==> config.mk <==
export PLATFORM = sky130hd
export DESIGN_NAME = id_ex_stage
export DESIGN_NICKNAME = d
export VERILOG_FILES = /design/src/rtl/id_ex_stage.sv
export SDC_FILE = /design/constraint.sdc
export NUM_CORES = 1
export LEC_CHECK = 0
export CORE_AREA = 5 5 155 157
export DETAILED_ROUTE_END_ITERATION = 8
export DIE_AREA = 0 0 160 162
export PLACE_DENSITY = 0.72
export SYNTH_ARGS = -nofsm -noshare
export SYNTH_HDL_FRONTEND = slang
export SYNTH_SLANG_ARGS = --single-unit
==> constraint.sdc <==
create_clock -name i_clk -period 3.8 [get_ports i_clk]
set_input_delay 1.14 -clock i_clk [delete_from_list [all_inputs] [get_ports i_clk]]
set_output_delay 1.14 -clock i_clk [all_outputs]
set_load 0.05 [all_outputs]
==> src/rtl/id_ex_stage.sv <==
// rtl/id_ex_stage.sv - ID/EX pipeline register with operand forwarding and load-use stall
// Optional macro ID_EX_FWD_EN: enables EX/MEM and MEM/WB forwarding; without it, RAW hazards stall.
module id_ex_stage #(
   parameter int WIDTH = 32
) (
   input  logic             i_clk,
   input  logic             i_rst,
   input  logic             i_id_valid,
   input  logic [WIDTH-1:0] i_id_pc,
   input  logic [4:0]       i_id_rs1_addr,
   input  logic [4:0]       i_id_rs2_addr,
   input  logic [4:0]       i_id_rd_addr,
   input  logic [WIDTH-1:0] i_id_rs1_data,
   input  logic [WIDTH-1:0] i_id_rs2_data,
   input  logic [WIDTH-1:0] i_id_imm,
   input  logic [3:0]       i_id_alu_ctrl,
   input  logic             i_id_src0_pc,
   input  logic             i_id_src1_imm,
   input  logic             i_id_reg_write,
   input  logic             i_id_mem_read,
   input  logic             i_id_mem_write,
   input  logic             i_flush,
   input  logic [4:0]       i_exm_rd_addr,
   input  logic             i_exm_reg_write,
   input  logic [WIDTH-1:0] i_exm_result,
   input  logic [4:0]       i_mwb_rd_addr,
   input  logic             i_mwb_reg_write,
   input  logic [WIDTH-1:0] i_mwb_result,
   output logic             o_stall,
   output logic             o_ex_valid,
   output logic [3:0]       o_alu_ctrl,
   output logic [WIDTH-1:0] o_op_0,
   output logic [WIDTH-1:0] o_op_1,
   output logic [WIDTH-1:0] o_store_data,
   output logic [WIDTH-1:0] o_pc,
   output logic [4:0]       o_rd_addr,
   output logic             o_reg_write,
   output logic             o_mem_read,
   output logic             o_mem_write,
   output logic [31:0]      o_stall_cnt
);

   logic             ex_valid_q, ex_valid_d;
   logic [WIDTH-1:0] pc_q, pc_d;
   logic [4:0]       rd_q, rd_d;
   logic [WIDTH-1:0] rs1_data_q, rs1_data_d;
   logic [WIDTH-1:0] rs2_data_q, rs2_data_d;
   logic [WIDTH-1:0] imm_q, imm_d;
   logic [3:0]       alu_ctrl_q, alu_ctrl_d;
   logic             src0_pc_q, src0_pc_d;
   logic             src1_imm_q, src1_imm_d;
   logic             reg_write_q, reg_write_d;
   logic             mem_read_q, mem_read_d;
   logic             mem_write_q, mem_write_d;
   logic [31:0]      stall_cnt_q, stall_cnt_d;
   logic             stall;
   logic [WIDTH-1:0] rs1_fwd;
   logic [WIDTH-1:0] rs2_fwd;

`ifdef ID_EX_FWD_EN
   logic [4:0]       rs1_addr_q, rs1_addr_d;
   logic [4:0]       rs2_addr_q, rs2_addr_d;
   logic             load_use;

   // EX/MEM is the younger producer, so it wins over MEM/WB; x0 is never forwarded.
   function automatic logic [WIDTH-1:0] fwd_sel(input logic [4:0] src, input logic [WIDTH-1:0] rf_data);
      if (i_exm_reg_write && (i_exm_rd_addr != 5'd0) && (i_exm_rd_addr == src))
         return i_exm_result;
      else if (i_mwb_reg_write && (i_mwb_rd_addr != 5'd0) && (i_mwb_rd_addr == src))
         return i_mwb_result;
      else
         return rf_data;
   endfunction

   assign rs1_fwd  = fwd_sel(rs1_addr_q, rs1_data_q);
   assign rs2_fwd  = fwd_sel(rs2_addr_q, rs2_data_q);
   assign load_use = ex_valid_q && mem_read_q && (rd_q != 5'd0) &&
                     ((!i_id_src0_pc && (i_id_rs1_addr == rd_q)) || (i_id_rs2_addr == rd_q));
   assign stall    = i_id_valid && load_use && !i_flush;
`else
   logic unused_fwd_data;

   // Without forwarding, any in-flight writer of a used source must drain first.
   function automatic logic raw_hazard(input logic [4:0] src);
      return (src != 5'd0) &&
             ((ex_valid_q && reg_write_q && (rd_q == src)) ||
              (i_exm_reg_write && (i_exm_rd_addr == src)) ||
              (i_mwb_reg_write && (i_mwb_rd_addr == src)));
   endfunction

   assign unused_fwd_data = ^{i_exm_result, i_mwb_result};
   assign rs1_fwd = rs1_data_q;
   assign rs2_fwd = rs2_data_q;
   assign stall   = i_id_valid && !i_flush &&
                    ((!i_id_src0_pc && raw_hazard(i_id_rs1_addr)) || raw_hazard(i_id_rs2_addr));
`endif

   always_comb begin
      ex_valid_d  = 1'b0;
      pc_d        = pc_q;
      rd_d        = rd_q;
      rs1_data_d  = rs1_data_q;
      rs2_data_d  = rs2_data_q;
      imm_d       = imm_q;
      alu_ctrl_d  = alu_ctrl_q;
      src0_pc_d   = src0_pc_q;
      src1_imm_d  = src1_imm_q;
      reg_write_d = 1'b0;
      mem_read_d  = 1'b0;
      mem_write_d = 1'b0;
`ifdef ID_EX_FWD_EN
      rs1_addr_d  = rs1_addr_q;
      rs2_addr_d  = rs2_addr_q;
`endif
      if (i_id_valid && !stall && !i_flush) begin
         ex_valid_d  = 1'b1;
         pc_d        = i_id_pc;
         rd_d        = i_id_rd_addr;
         rs1_data_d  = i_id_rs1_data;
         rs2_data_d  = i_id_rs2_data;
         imm_d       = i_id_imm;
         alu_ctrl_d  = i_id_alu_ctrl;
         src0_pc_d   = i_id_src0_pc;
         src1_imm_d  = i_id_src1_imm;
         reg_write_d = i_id_reg_write;
         mem_read_d  = i_id_mem_read;
         mem_write_d = i_id_mem_write;
`ifdef ID_EX_FWD_EN
         rs1_addr_d  = i_id_rs1_addr;
         rs2_addr_d  = i_id_rs2_addr;
`endif
      end
      stall_cnt_d = (stall && (stall_cnt_q != 32'hFFFF_FFFF)) ? stall_cnt_q + 32'd1 : stall_cnt_q;
   end

   always_ff @(posedge i_clk) begin
      if (i_rst) begin
         ex_valid_q  <= 1'b0;
         pc_q        <= '0;
         rd_q        <= '0;
         rs1_data_q  <= '0;
         rs2_data_q  <= '0;
         imm_q       <= '0;
         alu_ctrl_q  <= '0;
         src0_pc_q   <= 1'b0;
         src1_imm_q  <= 1'b0;
         reg_write_q <= 1'b0;
         mem_read_q  <= 1'b0;
         mem_write_q <= 1'b0;
         stall_cnt_q <= '0;
`ifdef ID_EX_FWD_EN
         rs1_addr_q  <= '0;
         rs2_addr_q  <= '0;
`endif
      end else begin
         ex_valid_q  <= ex_valid_d;
         pc_q        <= pc_d;
         rd_q        <= rd_d;
         rs1_data_q  <= rs1_data_d;
         rs2_data_q  <= rs2_data_d;
         imm_q       <= imm_d;
         alu_ctrl_q  <= alu_ctrl_d;
         src0_pc_q   <= src0_pc_d;
         src1_imm_q  <= src1_imm_d;
         reg_write_q <= reg_write_d;
         mem_read_q  <= mem_read_d;
         mem_write_q <= mem_write_d;
         stall_cnt_q <= stall_cnt_d;
`ifdef ID_EX_FWD_EN
         rs1_addr_q  <= rs1_addr_d;
         rs2_addr_q  <= rs2_addr_d;
`endif
      end
   end

   assign o_stall      = stall;
   assign o_ex_valid   = ex_valid_q;
   assign o_alu_ctrl   = alu_ctrl_q;
   assign o_op_0       = src0_pc_q  ? pc_q  : rs1_fwd;
   assign o_op_1       = src1_imm_q ? imm_q : rs2_fwd;
   assign o_store_data = rs2_fwd;
   assign o_pc         = pc_q;
   assign o_rd_addr    = rd_q;
   assign o_reg_write  = ex_valid_q && reg_write_q;
   assign o_mem_read   = ex_valid_q && mem_read_q;
   assign o_mem_write  = ex_valid_q && mem_write_q;
   assign o_stall_cnt  = stall_cnt_q;

endmodule

# After elaboration in Yosys (flattened, before gate mapping)
# Cells that the tools add are included.
# classes
addsub,1
mul,0
div,0
order_cmp,0
eq_ne,7
shifts,0
mux,3
n_bitwise,1
reduce_logical,28
# ops
operator,n
32-bit two-way mux,2
"32-bit by 1-bit adder with 32-bit output, second input constant",1
"32-bit inequality test, second input constant",1
5-bit == test,6
1-bit logical AND,17
5-bit nonzero test,2
1-bit logical OR,5
1-bit logical NOT,3
2-bit OR reduction,1
1-bit two-way mux,1
1-bit NOT,1
# word_totals
register_bits,175
latchBits,0
ramBits,0
rom_bits,0
in_bits,232
output_inout_bits,174
elab_cells,53
n_memories,0

# Longest topological paths before layout
# depth
depth_word,13
ltp_mapped,10
depth_no_buf,8

# Worst setup path before layout
# No wires, ideal clock.
# synth_timing
path_type,input port to output port
startpoint,input i_id_rs1_addr[0]
endpoint,output o_stall
arrival_ns,2.727
required_ns,2.660
setup_slack_ns,-0.067
path_stages,6
n_path_buf,0
path_cell_list,xnor2_1 nand4_1 nor3_1 o31ai_4 and2_1 nor2_1
# synth_via
elab_chain_len,8
# synth_rtl
element,line,source
from (decl),10,"input logic [4:0] i_id_rs1_addr,"
"5-bit == test, on equally long branches","86, 87",
"1-bit logical AND, on equally long branches","86, 87",
1-bit logical OR,86,((ex_valid_q && reg_write_q && (rd_q == src)) ||
1-bit logical OR,87,(i_exm_reg_write && (i_exm_rd_addr == src)) ||
1-bit logical AND *,85,return (src != 5'd0) &&
1-bit logical AND *,95,((!i_id_src0_pc && raw_hazard(i_id_rs1_addr)) || raw_hazard(i_id_rs2_addr));
1-bit logical OR *,95,
1-bit logical AND *,94,assign stall = i_id_valid && !i_flush &&
to (decl),29,"output logic o_stall,"
# Every way passes the cells marked *; elsewhere a longest branch is shown, timed or not.

# Final worst setup path
# layout_timing
startpoint,input i_exm_rd_addr[1]
endpoint,output o_stall
# layout_via
elab_chain_len,8
# layout_rtl
element,line,source
from (decl),23,"input logic [4:0] i_exm_rd_addr,"
5-bit == test,87,
1-bit logical AND,87,
1-bit logical OR,86,
1-bit logical OR,87,
1-bit logical AND,85,
1-bit logical AND,95,
1-bit logical OR *,95,
1-bit logical AND *,94,
# Marks and branches as above.

==> reports/summary.log <==
[status] status finished, violations left
[status] violated checks setup timing
[finish] fraction of layout instances using a drive strength above 1 17.4%
[clock_tree] clock latency on the worst-skew pair 0.42 ns
[min_path] Min-Delay Startpoint rs1_data_q[24]$_SDFFE_PP0P_
[clock_tree] TritonCTS clock tree built
[finish] antenna cells 0
[clock_tree] total CTS buffers 17
[pwr] cell area power density 387 mW/mm^2
[synthesis] Syn Std Cell Area 0.00782 mm^2
[synthesis] XOR/XNOR Fraction of Synth Area 4.03%
[global_route] global-route wire length before repair 40,800 um
[timing] number of pins with negative max-slew slack in the final report 0
[clock_tree] H-tree levels 4
[placed_design] placed cell count 1,552
[timing] Relative slew margins 41.6%
[setup_path] capture point of the worst reg-to-reg path o_stall_cnt[29]$_SDFFE_PP0P_
[setup_path] slowest cell delay on critical path 0.54 ns
[clock_tree] maximum number of buffers from clock root to sink 2
[timing] worst hold slack 0.451 ns
[die] Horiz. Die Dim 160 um
[finish] post-layout instance count excluding filler cells 1,586
[global_route] total global-route track usage 19.5%
[finish] final core area utilization 55.2%
[detailed_routing] number of remaining DRC errors 0
[setup_path] Setup crit start kind input port
[die] vertical die dimension 162 um
[setup_path] Required @ worst endpoint 2.66 ns
[synthesis] syn_area_per_cell 8.26 um^2
[timing] Worst Max-Slew Pin Slew 0.875 ns
[finish] post-layout net count 1,521
[synthesis] number of enable flip-flop cells after synthesis 0
[synthesis] count of cell types in the netlist 38
[die] boundary pin count 406
[synthesis] Synth Area in Adders 0.160%
[timing] hold violation count in the final report 0
[global_route] initial antenna violation count 0
[timing] number of setup violations in the final report 1
[timing] peak clock frequency supported by timing 0.263 GHz
[finish] area taken by flip-flops and latches 0.00350 mm^2
[min_path] HP Class register to register
[clock_tree] hold bufs inserted after CTS 0
[synthesis] predominant post-synthesis flop cell dfxtp_1
[setup_path] data arrival at the endpoint of the critical path 2.67 ns
[detailed_routing] number of nets with antenna violations after routing 0
[pwr] part of the total power dissipated in sequential elements 41.0%
[synthesis] synthesized-area fraction occupied by and/or/nand/nor cells 23.4%
[global_route] overall overflow remaining after global route 0
[synthesis] largest cells by area after synthesis dfxtp_1 45%, nand2_1 14%, mux2_2 12%, a21oi_1 9.5%, xnor2_1 2.9%
[die] initial standard-cell utilization of the core 35.0%
[setup_path] launch instance of the worst register-to-register path o_stall_cnt[3]$_SDFFE_PP0P_
[pwr] power dissipated by switching net loads 1.38 mW
[setup_path] cell repeated most along the worst path nor3_2
[synthesis] fraction of the yosys area taken by sequential cells 44.8%
[synthesis] portion of netlist area occupied by mux cells 12.0%
[placed_design] setup slack after placement -0.407 ns
[global_route] via count of the first global-routing pass 7,548
[pwr] worst vdd rail ir drop 0.263 mV
[pwr] clock network fraction of total power 38.8%
[placed_design] final weighted congestion of routability-driven global placement 0.903
[setup_path] CP delay by family, top buffers and inverters
[placed_design] placed wire-length estimate after detailed placement 19,200 um
[synthesis] Post-Synthesis Net Count 1,180
[setup_path] count of cells along the worst register-to-register path 8
[placed_design] count of input and output buffers 341
[pwr] total internal power 3.40 mW
[run] # Max-Cap Violations 0
[timing] share of the clock period used by the worst path 100%
[setup_path] worst setup slack for register-to-register paths 1.09 ns
[setup_path] worst setup path category input port to output pin
[min_path] Min-Delay Endpoint rs1_data_q[24]$_SDFFE_PP0P_
[timing] setup repair after global routing missed its margin true
[timing] final clock skew 0.00782 ns
[setup_path] buffers plus inverters on the worst setup path 2
[setup_path] cell-by-cell listing of the critical path clkdlybuf4s50_1, xnor2_1, nand4_1, nor3_2, nor3_2, and2_4, nor2_4, buf_6
[pwr] net switching fraction of the power 28.9%
[synthesis] most used standard cell by instance count after synthesis nand2_1
[synthesis] combinational family with the most area after synthesis simple AND/OR/NAND/NOR gates
[pwr] combinational power share 20.2%
[detailed_routing] routed length per instance 16.6 um
[detailed_routing] vias per cell 4.83
[die] row cnt 55
[detailed_routing] overall routed net length 26,400 um
[finish] Area growth syn-to-layout 58.0%
[synthesis] Synth top cells by count 290 x nand2_1, 175 x dfxtp_1, 148 x a21oi_1, 81 x mux2_2, 34 x nor2_1
[pwr] Leakage 4.67 nW
[clock_tree] clock-pin slew on the worst setup and hold paths 0.06 ns
[die] area of the placeable core 0.0224 mm^2
[detailed_routing] detailed-router iteration count before antenna repair 4
[clock_tree] number of clock sinks 175
[detailed_routing] via count 7,664
[timing] PnR worst setup slack -0.00520 ns
[synthesis] proportion of synthesized flip-flops having asynchronous set or reset 0%
[synthesis] fraction of post-synthesis cell area in the top cell type by area 44.8%
[synthesis] synthesized instance count 947
[synthesis] Synth Area in Compound Gates 11.4%
[min_path] Worst Hold Depth 2
[timing] Min Clock Period, post-route 3.81 ns
[setup_path] CP max FO 2
[finish] area of the multi-input gates 0.00408 mm^2
[die] die outline area 0.0259 mm^2
[detailed_routing] Initial DRC Count 381
[finish] layout filler cell count 2,046
[setup_path] kind of end point of the critical path output pin
[clock_tree] cell chosen for the clock root clkbuf_16
[synthesis] FF+latch count, synth 175
[synthesis] warnings from Yosys 0
[timing] Setup Total Neg Slack -0.00520 ns
[synthesis] cell type with the largest total area after synthesis dfxtp_1
[global_route] largest net degree at the start of global routing 116
[setup_path] slowest stage cell, crit path clkdlybuf4s50_1
-- placed cells by master (no fill, tap or decap), types with 4 or more instances in the layout --
master / count
inv_6: 4
and3_1: 7
xnor2_1: 23
clkbuf_16: 17
a21oi_1: 148
nor2_1: 32
nor2b_1: 19
buf_12: 11
and4_1: 5
nor3_2: 4
and2_1: 11
nand2_1: 290
buf_6: 4
nand2b_1: 7
a211oi_1: 4
clkdlybuf4s50_1: 288
buf_4: 66
xor2_1: 10
mux2_2: 81
nand3_1: 14
nand4_1: 13
dfxtp_1: 174
clkbuf_2: 4
inv_1: 4
dlygate4sd2_1: 6
-- through the flow --
stage,total power [mW],instance area (um^2)
2_1_floorplan,2.53,7820
3_3_place_gp,2.96,11700
3_5_place_dp,2.97,11700
4_1_cts,4.84,12300
5_1_grt,4.98,12400
6_report,4.78,12400
-- timing repair --
item	4_1_cts	5_1_grt
buffers inserted	1	1
pin swaps	11	14
resized for setup	46	17
endpoints found under the setup margin	1	1
-- state kept, by name, indices dropped and copies added (netlist names), 4 cells and up --
register	flops
o_stall_cnt	32
o_store_data	32
imm_q	32
o_rd_addr	5
rs1_data_q	32
o_alu_ctrl	4
o_pc	32
-- worst min-delay path: cells and delay by family (launching register included) --
family / cells / cell delay (ns)
AO/OA/AOI/OAI: 1 / 0.05
flip-flops: 1 / 0.31
AND/OR/NAND/NOR: 1 / 0.05
-- routing by layer --
layer / vias to the layer above / track usage [%] / routed length, um
met5: - / 0 / 0
met4: 0 / 5.71 / 475
met1: 3547 / 22.8 / 10900
met3: 31 / 6.45 / 1990
li1: 3838 / - / -
met2: 248 / 34.1 / 13000
-- logic make-up after synthesis --
family | after synthesis
simple gates | 422
flops | 175
compound gates | 162
mux | 83
buf+inv | 68
xor+xnor | 36
fa+ha+maj | 1
-- worst max-delay path by stage --
stage | startpoint | to | slack [ns] | depth (start not counted)
after floorplan | i_id_rs2_addr[1] | o_stall | 0.12 | 7
after global placement | i_id_rs1_addr[3] | o_stall | -0.46 | 8
after detailed placement | i_id_rs1_addr[3] | o_stall | -0.41 | 10
after CTS | i_mwb_rd_addr[1] | o_stall | 0.0006 | 8
after global routing | i_exm_rd_addr[1] | o_stall | -0.08 | 8
final | i_exm_rd_addr[1] | o_stall | -0.005 | 8
-- layout make-up --
type	instances	share of cell area, %
inverters	4	0.122
multi-input cells	704	33.0
clock inverters	13	1.42
well taps	285	2.89
flip-flops and latches	175	28.4
clock buffers	19	3.59
repair buffers	386	30.6
-- power by group through the flow --
| stage | registers, mW | logic, mW | clock network [mW] |
|---|---|---|---|
| after floorplan | 2.12 | 0.404 | 0 |
| after global placement | 2.00 | 0.959 | 0 |
| after detailed placement | 2.00 | 0.962 | 0 |
| after CTS | 1.96 | 0.968 | 1.91 |
| after global routing | 1.97 | 1.02 | 1.99 |
| final | 1.96 | 0.963 | 1.85 |
(Power assumes the default switching activity.)
